$ cat src/rtl/regfile_param.sv
// ----------------------------------------------------------------------------
// regfile_param
//
// Parameterised multi-read, single-write register file with an optional
// hard-wired zero register, optional same-cycle write-to-read forwarding and
// a background clear sweep that zeroes one register per cycle.
//
// Parameters
//   XLEN     register width in bits
//   NREGS    number of registers (need not be a power of two)
//   NREAD    number of combinational read ports
//   BYPASS   1 = an accepted write is forwarded to matching read ports
//   ZERO_REG 1 = register 0 always reads zero and ignores writes
//
// Ports
//   clock     single clock, all state changes on the rising edge
//   reset     synchronous, active-low
//   rd_addr   packed read addresses, port k at [k*AW +: AW]
//   rd_data   packed read data, port k at [k*XLEN +: XLEN]
//   wr_valid  write request
//   wr_ready  high when a write can be accepted (low during a sweep)
//   wr_addr   write address
//   wr_data   write data
//   clear     one-cycle pulse that starts the clear sweep
//   busy      high while the clear sweep runs
// ----------------------------------------------------------------------------
module regfile_param #(
  parameter int XLEN     = 32,
  parameter int NREGS    = 32,
  parameter int NREAD    = 2,
  parameter int BYPASS   = 1,
  parameter int ZERO_REG = 1,
  localparam int AW      = (NREGS > 1) ? $clog2(NREGS) : 1
) (
  input  logic                  clock,
  input  logic                  reset,
  input  logic [NREAD*AW-1:0]   rd_addr,
  output logic [NREAD*XLEN-1:0] rd_data,
  input  logic                  wr_valid,
  output logic                  wr_ready,
  input  logic [AW-1:0]         wr_addr,
  input  logic [XLEN-1:0]       wr_data,
  input  logic                  clear,
  output logic                  busy
);

  typedef enum logic {
    IDLE  = 1'b0,
    SWEEP = 1'b1
  } state_t;

  state_t          state;
  state_t          state_next;
  logic [AW-1:0]   ptr;
  logic [XLEN-1:0] regs [NREGS];
  logic            wr_fire;
  logic            wr_effective;
  logic            sweep_last;

  // An address field may be wider than the register count needs when NREGS
  // is not a power of two; anything past the last register is treated as
  // unmapped on both the read and write side.
  function automatic logic addr_in_range(input logic [AW-1:0] a);
    return int'(a) < NREGS;
  endfunction

  // Register 0 is only special when the zero-register option is enabled.
  function automatic logic is_zero_reg(input logic [AW-1:0] a);
    return (ZERO_REG != 0) && (a == '0);
  endfunction

  assign wr_fire      = wr_valid && wr_ready;
  assign wr_effective = wr_fire && addr_in_range(wr_addr) && !is_zero_reg(wr_addr);
  assign sweep_last   = (ptr == AW'(NREGS - 1));

  // State register. Reset wins over everything and drops any sweep in flight.
  always_ff @(posedge clock) begin
    if (!reset) begin
      state <= IDLE;
    end else begin
      state <= state_next;
    end
  end

  // Next-state logic. A clear pulse that arrives while already sweeping is
  // dropped; the sweep ends on the cycle that zeroes the last register.
  always_comb begin
    state_next = state;
    case (state)
      IDLE:    if (clear) state_next = SWEEP;
      SWEEP:   if (sweep_last) state_next = IDLE;
      default: state_next = IDLE;
    endcase
  end

  // Output logic. Writes are refused for the whole sweep so the sweep and
  // a normal write never compete for the storage.
  always_comb begin
    busy     = (state == SWEEP);
    wr_ready = !busy;
  end

  // Sweep pointer and storage. During a sweep one register is zeroed per
  // cycle. A write accepted in the same IDLE cycle as the clear pulse still
  // lands, and is then wiped by the sweep that follows.
  always_ff @(posedge clock) begin
    if (!reset) begin
      ptr <= '0;
      for (int i = 0; i < NREGS; i++) begin
        regs[i] <= '0;
      end
    end else if (state == SWEEP) begin
      regs[ptr] <= '0;
      ptr       <= sweep_last ? '0 : ptr + AW'(1);
    end else begin
      ptr <= '0;
      if (wr_effective) begin
        regs[wr_addr] <= wr_data;
      end
    end
  end

  // Read ports. Priority: sweep in progress, then unmapped / zero register,
  // then forwarding of an accepted write, then the stored value.
  for (genvar k = 0; k < NREAD; k++) begin : g_read
    logic [AW-1:0]   ra;
    logic [XLEN-1:0] rv;

    assign ra = rd_addr[k*AW +: AW];

    always_comb begin
      rv = '0;
      if (!busy && addr_in_range(ra) && !is_zero_reg(ra)) begin
        if ((BYPASS != 0) && wr_fire && (wr_addr == ra)) begin
          rv = wr_data;
        end else begin
          rv = regs[ra];
        end
      end
    end

    assign rd_data[k*XLEN +: XLEN] = rv;
  end

endmodule
$ cat config.mk
export PLATFORM = sky130hd
export DESIGN_NAME = regfile_param
export DESIGN_NICKNAME = d
export VERILOG_FILES = /design/src/rtl/regfile_param.sv
export SDC_FILE = /design/constraint.sdc
export NUM_CORES = 2
export LEC_CHECK = 0
export CAP_MARGIN = 20
export CORE_MARGIN = 2
export CORE_UTILIZATION = 63
export DETAILED_ROUTE_END_ITERATION = 10
export PLACE_DENSITY = 0.81
export SLEW_MARGIN = 10
export SYNTH_ARGS = -nofsm -noshare
export SYNTH_HDL_FRONTEND = slang
export SYNTH_SLANG_ARGS = --single-unit
$ cat constraint.sdc
create_clock -name clock -period 6.73 [get_ports clock]
set_clock_uncertainty 0.1 [all_clocks]
set_input_delay 1.346 -clock clock [delete_from_list [all_inputs] [get_ports clock]]
set_output_delay 1.346 -clock clock [all_outputs]
set_load 0.1 [all_outputs]
==> results.tsv <==
metric	value	unit
RR Endpoint	regs[15][31]	
Fin Setup TNS	0	ns
Max IR drop VDD	307.2	uV
unrepaired setup endpoints after global routing	no	
clock slew at reported path FFs	0.06	ns
Placer Congestion	0.9223	
worst path bufs/invs	4	
CTS Buf Count	104	
count of hold-fix buffers inserted at cts	0	
largest net degree at the start of global routing	90	
Setup crit start	rd_addr[5]	
startpoint types	input port	
standard-cell rows	107	
top-count cell post-synth	edfxtp_1	
CTS tree	yes	
Clk pwr share	36.8	%
core area	85010	sq um
critical path peak fanout	68	
worst skew pair latency	0.68	ns
endpoints failing hold	0	
Initial DRC Count	7158	
final setup violation count	0	
area leader, netlist	edfxtp_1	
# nets final	4153	
synthesis-to-layout area growth	12.46	%
flop2flop setup slack	2.62	ns
R2R cell count	6	
net switching power	0.004212	W
Crit. End Element	output pin	
type of the worst min-delay path	flop to flop	
Area contributors post-synth	edfxtp_1 (57%), mux4_2 (14%), mux2i_1 (7.5%), nor2_1 (7.0%), a221oi_1 (2.5%)	
Synth top area share	56.92	%
number of synthesized flops with an enable pin	1024	
synthesized area per cell	13.30	sq um
drt total wl	181.4	mm
Syn Std Cell Area	54020	sq um
ant diodes	0	
gr usage total	40.84	%
Max Fclk	165.0	MHz
cells after synthesis	4063	
first-pass GRT wire length	262.3	mm
post-CTS setup repair buffer count	0	
Wirelength per Cell	34.05	um
Antenna Nets Post-Route	0	
max_cap viols	0	
Leakage	20.81	nW
Final min period	6.062	ns
CP max stage delay	0.69	ns
TritonRoute pass-1 iters	8	
share of layout cells above drive strength 1	17.97	%
power after layout	0.01555	W
Clock Sinks	1030	
Worst R2R Start	busy	
initial antenna violation count	1	
pwr dens	256.0	nW/um^2
Commonest cells post-synth	edfxtp_1 (1024), nor2_1 (1009), mux2i_1 (405)	
power share of the sequential group	47.6	%
Initial Utilization	63.54	%
port buffer count	116	
Arrival @ worst endpoint	4.62	ns
Synth async-reset ratio	0	%
period utilization	90.08	%
num ports	117	
Die Y	296.8	um
CTS resizes	0	
post-synthesis sequential area ratio	57.14	%
Die Span X	296.8	um
Int Power	0.01134	W
htree depth	3	
Yosys reg bits	1030	
Vias/cell	7.568	
delay-heaviest family, CP	buffers and inverters	
CP cell instances	buf_8, buf_12, mux2i_1, a221oi_1, a22oi_1, buf_4, a21oi_1, or3_1, buf_4	
CP max-delay cell	a21oi_1	
grt ovf	0	
Worst EP required	5.28	ns
clk buf depth	3	
critical path class	input port to output pin	
Stages on worst setup path	9	
Die ar.	88110	sq um
Synth Warn #	0	
max_slew headroom	18.86	%
outcome	finished, final reports clean	
Final Max Slew Viols	0	
Synth Flop Type	edfxtp_1	
Synth cell types	60	
# DRC	0	
Slew @ Worst Pin	1.213	ns
CP dominant cell by count	buf_4	
Final HPWL DP	104.1	mm
Comb pwr share	15.6	%
fillcell total	5351	
DR vias	40328	
crit path to	rd_data[33]	
Switching Fraction	27.08	%
clk root buf	clkbuf_16	
number of global-route vias before repair	40338	
[layer usage]
metal / share of wire, % / vias up / GRT usage (%)
met3: 16 / 857 / 11.40
met1: 32 / 19615 / 52.62
met4: 8.1 / 0 / 27.71
met2: 44 / 4069 / 60.85
li1: - / 15787 / -
met5: 0 / - / 0
[power by group through the flow]
| stage | sequential, W | combinational [W] | clock (W) |
|---|---|---|---|
| after global placement | 0.00750 | 0.00231 | 0 |
| after floorplan | 0.00751 | 0.00147 | 0 |
| final | 0.00741 | 0.00243 | 0.00572 |
| after global routing | 0.00742 | 0.00245 | 0.00594 |
| after detailed placement | 0.00753 | 0.00234 | 0 |
| after CTS | 0.00740 | 0.00235 | 0.00569 |
[cell usage in the layout, fill, tap and decap left out, drive strengths merged, types with 3 or more instances in the layout]
master | Yosys | routed
or3 | 34 | 34
nor2b | 39 | 39
bufinv | 0 | 9
conb | 1 | 32
mux4 | 326 | 326
nor2 | 1009 | 1009
a211oi | 63 | 63
a221oi | 156 | 156
a21boi | 31 | 31
a21o | 3 | 3
edfxtp | 1024 | 1024
nand4 | 3 | 3
a21oi | 96 | 96
o21bai | 63 | 63
xnor2 | 11 | 11
o21ai | 35 | 35
dfxtp | 6 | 6
clkinv | 2 | 45
o2bb2ai | 31 | 31
mux2i | 405 | 405
nand3 | 7 | 7
and2 | 5 | 5
nand2 | 156 | 156
buf | 168 | 212
inv | 8 | 11
o32ai | 4 | 4
o22a | 31 | 31
a211o | 32 | 32
a22oi | 64 | 64
clkdlybuf4s50 | 0 | 43
nor3 | 35 | 35
clkbuf | 187 | 135
[layout make-up]
cell class	instances	area, sq um	area share (%)
clock buffers	135	2783	4.581
repair buffers	255	2965	4.881
inverters	10	40.04	0.06591
multi-input cells	2699	22160	36.47
clock inverters	56	503.0	0.8280
well taps	1144	1431	2.356
flip-flops and latches	1030	30870	50.81
[cells by family (layout without fill, tap and decap cells)]
kind of cell | after synthesis | count (layout) | share of synthesized area [%]
simple gates | 1298 | 1298 | 9.635
compound gates | 623 | 623 | 8.818
mux | 732 | 732 | 21.12
other cells | 1 | 32 | 0.006942
xor+xnor | 12 | 12 | 0.1946
buf+inv | 365 | 456 | 3.039
fa+ha+maj | 2 | 2 | 0.04632
flops | 1030 | 1030 | 57.14
[tightest hold or removal path: stages (launching register included)]
cell     delay (ns)
dfxtp_1        0.35
nand3_1        0.11
xnor2_1        0.06
nor2_1         0.07
[flip-flops by register name, indices dropped and copies added, names as in the netlist]
name  flops
regs   1024
ptr       5
busy      1
[through the flow]
step	instances	util, %	cell area, sq um	setup slack [ns]	hold WS (ns)
finish	5329	71.46	60750	0.6679	0.4996
detailed placement	5137	67.57	57440	0.7627	0.4917
global placement	5137	67.57	57440	0.8224	0.4810
floorplan	4094	-	54140	0.9494	0.4493
CTS	5328	71.44	60730	0.7529	0.4900
global route	5329	71.46	60750	0.6808	0.5382
[how the worst min path moves through the flow]
| stage | from | to | depth (start not counted) |
|---|---|---|---|
| after floorplan | ptr[0] | ptr[1] | 2 |
| after global placement | ptr[0] | ptr[0] | 1 |
| after detailed placement | ptr[0] | ptr[0] | 1 |
| after CTS | ptr[1] | ptr[3] | 3 |
| after global routing | ptr[0] | ptr[0] | 1 |
| final | ptr[1] | ptr[3] | 3 |
Power figures use the tool's default switching activity.
